`config.mk`:
```
export PLATFORM = sky130hd
export DESIGN_NAME = pwrok_seq_block
export DESIGN_NICKNAME = d
export VERILOG_FILES = /design/src/rtl/pwrok_seq_block.sv
export SDC_FILE = /design/constraint.sdc
export NUM_CORES = 1
export LEC_CHECK = 0
export ABC_AREA = 1
export BUFFER_PORTS_ARGS = -buffer_cell sky130_fd_sc_hd__buf_2
export CORE_ASPECT_RATIO = 0.6
export CORE_MARGIN = 5
export CORE_UTILIZATION = 45
export CTS_BUF_LIST = sky130_fd_sc_hd__clkbuf_4 sky130_fd_sc_hd__clkbuf_8 sky130_fd_sc_hd__clkbuf_16
export CTS_CLUSTER_DIAMETER = 30
export CTS_CLUSTER_SIZE = 10
export DETAILED_ROUTE_END_ITERATION = 8
export GPL_TIMING_DRIVEN = 0
export HOLD_SLACK_MARGIN = 0.03
export PLACE_DENSITY = 0.68
export SKIP_LAST_GASP = 1
export SYNTH_ARGS = -nofsm -noshare
export SYNTH_HDL_FRONTEND = slang
export SYNTH_SLANG_ARGS = --single-unit
```
`constraint.sdc`:
```
create_clock -name clk_100Khz -period 4.5 [get_ports clk_100Khz]
set_input_delay 0.225 -clock clk_100Khz [delete_from_list [all_inputs] [get_ports clk_100Khz]]
set_output_delay 0.225 -clock clk_100Khz [all_outputs]
set_load 0.05 [all_outputs]
```
`src/rtl/pwrok_seq_block.sv`:
```
// PCH_PWROK / SYS_PWROK sequencer: waits for the VCCIN VR after vccin_en, times both power-good delays, latches a VR timeout fault.
// Optional: define PWROK_DEGLITCH_EN to require a 3-clock low on the synchronised VR-ready before dropping out of DLY_PCH/DLY_SYS/ON.
module pwrok_seq_block #(
    parameter int PWROK_DLY  = 10,
    parameter int SYS_DLY    = 5,
    parameter int VR_TIMEOUT = 500,
    parameter int CNT_W      = 16
) (
    input  logic       clk_100Khz,
    input  logic       reset,
    input  logic       vccin_en,
    input  logic       vr_ready_vccin,
    output logic       pch_pwrok,
    output logic       sys_pwrok,
    output logic       pwrok_fault,
    output logic [2:0] seq_state
);

    typedef enum logic [2:0] {
        ST_IDLE    = 3'd0,
        ST_WAIT_VR = 3'd1,
        ST_DLY_PCH = 3'd2,
        ST_DLY_SYS = 3'd3,
        ST_ON      = 3'd4,
        ST_FAULT   = 3'd5
    } state_t;

    localparam logic [CNT_W-1:0] PCH_LAST = CNT_W'(PWROK_DLY - 1);
    localparam logic [CNT_W-1:0] SYS_LAST = CNT_W'(SYS_DLY - 1);
    localparam logic [CNT_W-1:0] TO_LAST  = CNT_W'(VR_TIMEOUT - 1);

    state_t           state_q, state_d;
    logic [CNT_W-1:0] cnt_q, cnt_d;
    logic             en_meta_q, en_sync_q, vr_meta_q, vr_sync_q;
    logic             pch_q, sys_q, fault_q;
    logic             s_en, s_vr, vr_lost_s;

    assign s_en = en_sync_q;
    assign s_vr = vr_sync_q;

    // Two-flop synchronisers for the asynchronous pad inputs
    always_ff @(posedge clk_100Khz) begin
        if (reset) begin
            en_meta_q <= 1'b0;
            en_sync_q <= 1'b0;
            vr_meta_q <= 1'b0;
            vr_sync_q <= 1'b0;
        end else begin
            en_meta_q <= vccin_en;
            en_sync_q <= en_meta_q;
            vr_meta_q <= vr_ready_vccin;
            vr_sync_q <= vr_meta_q;
        end
    end

`ifdef PWROK_DEGLITCH_EN
    logic [1:0] low_q, low_d;

    // Saturating run length of consecutive low VR-ready samples
    always_comb begin
        low_d = 2'd0;
        if (s_vr) begin
            low_d = 2'd0;
        end else if (low_q == 2'd3) begin
            low_d = 2'd3;
        end else begin
            low_d = low_q + 2'd1;
        end
    end

    // Low-run counter register
    always_ff @(posedge clk_100Khz) begin
        if (reset) begin
            low_q <= 2'd0;
        end else begin
            low_q <= low_d;
        end
    end

    // Third consecutive low sample is the one that counts as a real loss
    assign vr_lost_s = !s_vr && (low_q >= 2'd2);
`else
    assign vr_lost_s = !s_vr;
`endif

    // Next-state and counter logic
    always_comb begin
        state_d = state_q;
        cnt_d   = cnt_q;
        case (state_q)
            ST_IDLE: begin
                cnt_d = '0;
                if (s_en) begin
                    state_d = ST_WAIT_VR;
                end else begin
                    state_d = ST_IDLE;
                end
            end
            ST_WAIT_VR: begin
                if (!s_en) begin
                    state_d = ST_IDLE;
                    cnt_d   = '0;
                end else if (s_vr) begin
                    state_d = ST_DLY_PCH;
                    cnt_d   = '0;
                end else if (cnt_q == TO_LAST) begin
                    state_d = ST_FAULT;
                    cnt_d   = '0;
                end else begin
                    cnt_d = cnt_q + {{(CNT_W-1){1'b0}}, 1'b1};
                end
            end
            ST_DLY_PCH: begin
                if (!s_en || vr_lost_s) begin
                    state_d = ST_IDLE;
                    cnt_d   = '0;
                end else if (cnt_q == PCH_LAST) begin
                    state_d = ST_DLY_SYS;
                    cnt_d   = '0;
                end else begin
                    cnt_d = cnt_q + {{(CNT_W-1){1'b0}}, 1'b1};
                end
            end
            ST_DLY_SYS: begin
                if (!s_en || vr_lost_s) begin
                    state_d = ST_IDLE;
                    cnt_d   = '0;
                end else if (cnt_q == SYS_LAST) begin
                    state_d = ST_ON;
                    cnt_d   = '0;
                end else begin
                    cnt_d = cnt_q + {{(CNT_W-1){1'b0}}, 1'b1};
                end
            end
            ST_ON: begin
                cnt_d = '0;
                if (!s_en || vr_lost_s) begin
                    state_d = ST_IDLE;
                end else begin
                    state_d = ST_ON;
                end
            end
            ST_FAULT: begin
                // A late VR does not clear the fault; only dropping the enable does
                cnt_d = '0;
                if (!s_en) begin
                    state_d = ST_IDLE;
                end else begin
                    state_d = ST_FAULT;
                end
            end
            default: begin
                state_d = ST_IDLE;
                cnt_d   = '0;
            end
        endcase
    end

    // State, counter and output registers; outputs decode the next state so they align with seq_state
    always_ff @(posedge clk_100Khz) begin
        if (reset) begin
            state_q <= ST_IDLE;
            cnt_q   <= '0;
            pch_q   <= 1'b0;
            sys_q   <= 1'b0;
            fault_q <= 1'b0;
        end else begin
            state_q <= state_d;
            cnt_q   <= cnt_d;
            pch_q   <= (state_d == ST_DLY_SYS) || (state_d == ST_ON);
            sys_q   <= (state_d == ST_ON);
            fault_q <= (state_d == ST_FAULT);
        end
    end

    assign pch_pwrok   = pch_q;
    assign sys_pwrok   = sys_q;
    assign pwrok_fault = fault_q;
    assign seq_state   = state_q;

endmodule

```
Yosys cells after proc, flatten, opt, wreduce, memory -nomap -nowiden
Cells that the tools add are included.

Register bits after elaboration: 26. Input bits: 4. Output and inout port bits: 6.

Add/sub/neg operators: 1. Equal/unequal tests: 11. Mux-type cells: 19. Reduce and logical (&&, ||, !) cells: 5.

Operators by type and width (number): 16-bit 2-to-1 mux (7); 16-bit one-hot mux with 3 select lines (1); 3-bit 2-to-1 mux (9); 3-bit one-hot mux with 6 select lines (1); 16-bit by 1-bit adder with 16-bit output, second input constant (1); 16-bit by 3-bit equality test with 1-bit output, second input constant (1); 16-bit by 4-bit equality test with 1-bit output, second input constant (1); 16-bit by 9-bit equality test with 1-bit output, second input constant (1); 3-bit equality test, second input constant (4); 3-bit by 2-bit equality test with 1-bit output, second input constant (3); 3-bit by 1-bit equality test with 1-bit output, second input constant (1); 3-bit logical NOT (1); 1-bit logical NOT (2); 1-bit logical OR (2); 1-bit 2-to-1 mux (1).

Depth between registers and ports, before layout
Depth after elaboration: 7. Mapped depth: 11. Gate-level depth less buffers: 11.

Least setup slack after synthesis
Ideal clock, no wire load.

Kind: register to register. From: register state_q[0] (netlist: seq_state[0]). To: register cnt_q[0]. Setup time: 0.062 ns. Arrival time: 1.496 ns. Slack: 2.942 ns. Stages on the path, launching flop included: 8. Buffers on the path: 1. Period minus slack after synthesis: 1.558 ns. Cell sequence: dfxtp_1 > nand3_1 > nor3_2 > nand2_1 > nand3_2 > nand2_4 > buf_12 > nor2_2.

Longest elaborated chain between the ends: 2. Elaborated cells on any way between the ends: 4. Those cells by class: 3 x eq/ne; 1 x mux.

RTL lines: start: declaration (RTL line 32) `state_t state_q, state_d;`; start signal: assignment (RTL line 168) `state_q <= state_d;`; 3-bit by 2-bit equality test with 1-bit output or 3-bit by 1-bit equality test with 1-bit output (tied branches) (RTL line 90) `case (state_q)`; 16-bit one-hot mux with 3 select lines * (RTL line 90); end signal: assignment (RTL line 169) `cnt_q <= cnt_d;`; end: declaration (RTL line 33) `logic [CNT_W-1:0] cnt_q, cnt_d;`.

Every way passes the cells marked *; elsewhere a longest branch is shown, timed or not. A chain may end at the register's enable or synchronous reset.

Worst setup path after layout
From: register cnt_q[0]. To: register cnt_q[11].

Longest elaborated chain between the ends: 5. Elaborated cells on any way between the ends: 12. Those cells by class: 1 x add/sub; 3 x eq/ne; 8 x mux.

RTL lines: 16-bit by 1-bit adder with 16-bit output or 16-bit by 9-bit equality test with 1-bit output (tied branches); 16-bit 2-to-1 mux (RTL line 106) `end else if (cnt_q == TO_LAST) begin`; 16-bit 2-to-1 mux (RTL line 103) `end else if (s_vr) begin`; 16-bit 2-to-1 mux (RTL line 100) `if (!s_en) begin`; 16-bit one-hot mux with 3 select lines * (RTL line 90).

Marks and branches as above.

==> results by group <==
Outcome
  – Status: complete, no violations

Drt
  – Wl on met1: roughly 1.6 mm
  – Max layer used: met4
  – # DRC: 0
  – Met2 wire len: approximately 920 um
  – Wire length on met3: about 160 um
  – Via count: between 1k and 1.5k
  – Routed len/inst: 10.7 um
  – DR pass1 iterations: 4
  – Post-Route WL: between 2 and 3 mm
  – Drt first-iter violations: 114
  – ANT nets after route: 0
  – Via density: ~4.5

Yosys
  – Post-synth EDFFs: 0
  – Yosys top cell area share: between 30% and 40%
  – Syn Area/Cell: 7.10 um2
  – Post-synth top cells: 39 x nand2_1, 33 x nor2_1, 26 x dfxtp_1, 25 x inv_1, 16 x nand3_1
  – Post-Syn Area: 1410 um2
  – Post-Synth XOR/XNOR Area: 6.85%
  – Main combinational cell family by area after synthesis: simple AND/OR/NAND/NOR gates
  – Cell taking the most area after synthesis: dfxtp_1
  – Post-synthesis mux area share: 0%
  – Synth unique cells: 25
  – Synth Flop Type: dfxtp_1
  – Post-Syn Nets: about 200
  – Synth warn: 0
  – Synth Area in Compound Gates: 1.07%
  – Simple-gate share of the synthesized area: roughly two fifths
  – Post-Synthesis Cells: between 150 and 200
  – Register area share after synthesis: 37.0%
  – Post-synthesis register bit count: 26
  – Post-synthesis adder-cell area fraction: 2.67%
  – Count leader, synth: nand2_1
  – Largest cells by area after synthesis: dfxtp_1 37%, nand2_1 10%, nor2_1 8.8%, inv_1 6.7%, nor2_2 5.8%
  – Async SR Flop Fraction: 0%

Power
  – P per Cell Area: about 280 nW/um2
  – Pint: about 0.35 mW
  – Combinational Power Share: under 10%
  – Static leakage: about 0.7 nW
  – Share of total power in the clock network: around 45%
  – Switching part of the total power: 19.3%
  – Flop pwr share: around 53%
  – Max IR drop VDD: ~130 uV
  – Net Switching: roughly 0.085 mW

Timing
  – Top achievable clock speed: ~580 MHz
  – Final setup fails: 0
  – Setup Skew: between 0.003 and 0.004 ns
  – Slew Viols, Final: 0
  – Setup TNS: 0 ns
  – Tmin final: about 1.7 ns
  – RSZ-0062 raised after global routing: no
  – Final Cycle Share: a little under two fifths
  – Final Hold Viols: 0
  – Tightest Pin Transition: 0.417 ns
  – Max transition margin: just over 70%

Layout
  – # diodes: 0
  – Final core occ: between 50% and 60%
  – Area Overhead vs Synth: 11.7%
  – Design area: between 1500 and 2000 um2
  – Share of layout cells above drive strength 1: between 10% and 20%
  – Nets: 218

Critical path
  – CP Launch Type: flip-flop
  – Reg2reg end: cnt_q[11]$_SDFF_PP0_
  – Slowest-stage cell, CP: dfxtp_1
  – Crit-path cells: ha_1, nand3_1, nor2_1, nand2_1, nand2_1, nand3_2, nand2_4, buf_12, nor2_2
  – Critical path endpoint category: flip-flop
  – FF-to-FF Start: cnt_q[0]$_SDFF_PP0_
  – CP top delay family: simple AND/OR/NAND/NOR gates
  – Critical-path maximum fanout: 10
  – R2r worst-path depth: 9
  – R2R setup slack: approximately 2.8 ns
  – CP max stage delay: 0.45 ns
  – CP Class: flip-flop to flip-flop
  – Worst Path Buf+Inv: 1
  – WP data arrival: about 1.9 ns
  – CP Data Required Time: 4.68 ns
  – Most used cell along the critical path: nand2_1

Clock network
  – H-tree depth: 1
  – CTS buffer count: 3
  – Worst skew pair latency: between 0.2 and 0.3 ns
  – Post-CTS setup buffer count: 0
  – CTS sink count: 26
  – Hold buffers post-CTS: 0
  – Worst-path clk slew: 0.09 ns
  – Root buffer cell: clkbuf_8
  – Max Buffers Root-to-Sink: 2
  – Post-CTS resize count: 0
  – TritonCTS clock tree: yes

Floorplan
  – Die area: 4380 um2
  – DIE WIDTH: around 82 um
  – Starting density of the core: 48.0%
  – Core area: 2930 um2
  – Floorplan row count: 15
  – Die height: 53.3 um
  – I/O pin count: 10

Global route
  – First-pass GRT wire length: between 4 and 5 mm
  – Antenna violations before repair: 0
  – GRT overflow: 0
  – Vias in the first global route: slightly above 900
  – Largest net degree at the start of global routing: 16
  – Tot GR Track Use: between 10% and 20%

Placement
  – Port Buffers: 8
  – Post-place instance area: 1500 um2
  – Dpl hpwl: 2.11 mm
  – Gpl congestion: 0.837

Hold path
  – Hold Path Class: primary input to flip-flop
  – Hold Crit Depth: 3
  – Hold EP: vr_meta_q$_SDFF_PP0_
  – Worst hold start: vr_ready_vccin

Run
  – Max-cap violations: 0
==> placed cells by master (no fill, tap or decap) <==
cell type  netlist  layout
a21oi_1          2       2
nand3b_1         2       2
o21ai_0          1       1
nand2_2          5       5
clkbuf_1         1       1
nor2_4           1       1
buf_6            1       1
nand4_1          6       6
dfxtp_1         26      26
buf_4            1       1
nor3_2           2       2
nor2_1          33      33
buf_2            0       8
nand3_2          1       1
clkbuf_8         0       3
nand2_4          1       1
nand3_1         16      16
nor2_2          13      13
nor2b_1          1       1
buf_12           1       1
nand2_1         39      39
bufinv_16        0       1
inv_1           25      25
ha_1             3       3
nor3_1           3       3
xor2_1           8       8
xnor2_1          3       3
inv_2            3       3
==> power groups by stage <==
stage / Clock, mW / Combinational (mW) / Sequential (mW)
after floorplan: 0 / 0.00488 / 0.239
after global placement: 0 / 0.00786 / 0.239
after detailed placement: 0 / 0.00788 / 0.239
after CTS: 0.200 / 0.00794 / 0.233
after global routing: 0.215 / 0.00921 / 0.234
final: 0.197 / 0.00798 / 0.233
==> layout make-up <==
| cell class | count | area, um2 |
|---|---|---|
| Clock inverter | 1 | 30.0 |
| Inverter | 28 | 105 |
| Timing Repair Buffer | 8 | 40.0 |
| Multi-Input combinational cell | 140 | 738 |
| Clock buffer | 3 | 41.3 |
| Fill cell | 301 | 1360 |
| Tap cell | 42 | 52.6 |
| Sequential cell | 26 | 520 |
| Buffer | 4 | 42.5 |
==> state kept, by name, indices dropped and copies added (netlist names) <==
name,cells
cnt_q,16
seq_state,3
en_meta_q,1
en_sync_q,1
pch_pwrok,1
pwrok_fault,1
s_vr,1
sys_pwrok,1
vr_meta_q,1
==> worst max-delay path by stage <==
stage | start | endpoint | slack, ns | depth (start not counted)
6_report | cnt_q[0]$_SDFF_PP0_ | cnt_q[11]$_SDFF_PP0_ | 2.78 | 9
5_1_grt | cnt_q[0]$_SDFF_PP0_ | cnt_q[0]$_SDFF_PP0_ | 2.69 | 9
4_1_cts | cnt_q[0]$_SDFF_PP0_ | cnt_q[10]$_SDFF_PP0_ | 2.78 | 9
3_5_place_dp | cnt_q[0]$_SDFF_PP0_ | cnt_q[14]$_SDFF_PP0_ | 2.81 | 9
3_3_place_gp | cnt_q[0]$_SDFF_PP0_ | cnt_q[12]$_SDFF_PP0_ | 2.82 | 7
2_1_floorplan | seq_state[0]$_SDFF_PP0_ | cnt_q[0]$_SDFF_PP0_ | 2.94 | 7
==> worst reg2reg max path, delay by kind of cell, from the launching register on <==
kind / cells / cell delay, ns
fa+ha+maj: 1 / 0.30
flops: 1 / 0.45
buf+inv: 1 / 0.15
simple gates: 7 / 0.70
==> cells by family (layout without fill, tap and decap cells) <==
logic type / count (synthesis) / after routing
AOI/OAI and AO/OA: 3 / 3
xor gates and xnor gates: 11 / 11
adders and majority gates: 3 / 3
buffers and inverters: 32 / 44
DFF: 26 / 26
and+or+nand+nor: 123 / 123
==> per-stage QoR <==
step / hold slack, ns / cells / power, mW / setup WS (ns)
6_report: 0.141 / 252 / 0.438 / 2.78
5_1_grt: 0.152 / 252 / 0.458 / 2.69
4_1_cts: 0.145 / 252 / 0.441 / 2.78
3_5_place_dp: 0.393 / 248 / 0.247 / 2.81
3_3_place_gp: 0.391 / 248 / 0.247 / 2.82
2_1_floorplan: 0.332 / 198 / 0.244 / 2.94
==> per-layer routing <==
metal,vias up,track usage [%]
li1,628,-
met1,488,23.2
met2,24,16.4
met3,4,4.59
met4,0,3.31
met5,-,0
Power figures use the tool's default switching activity.
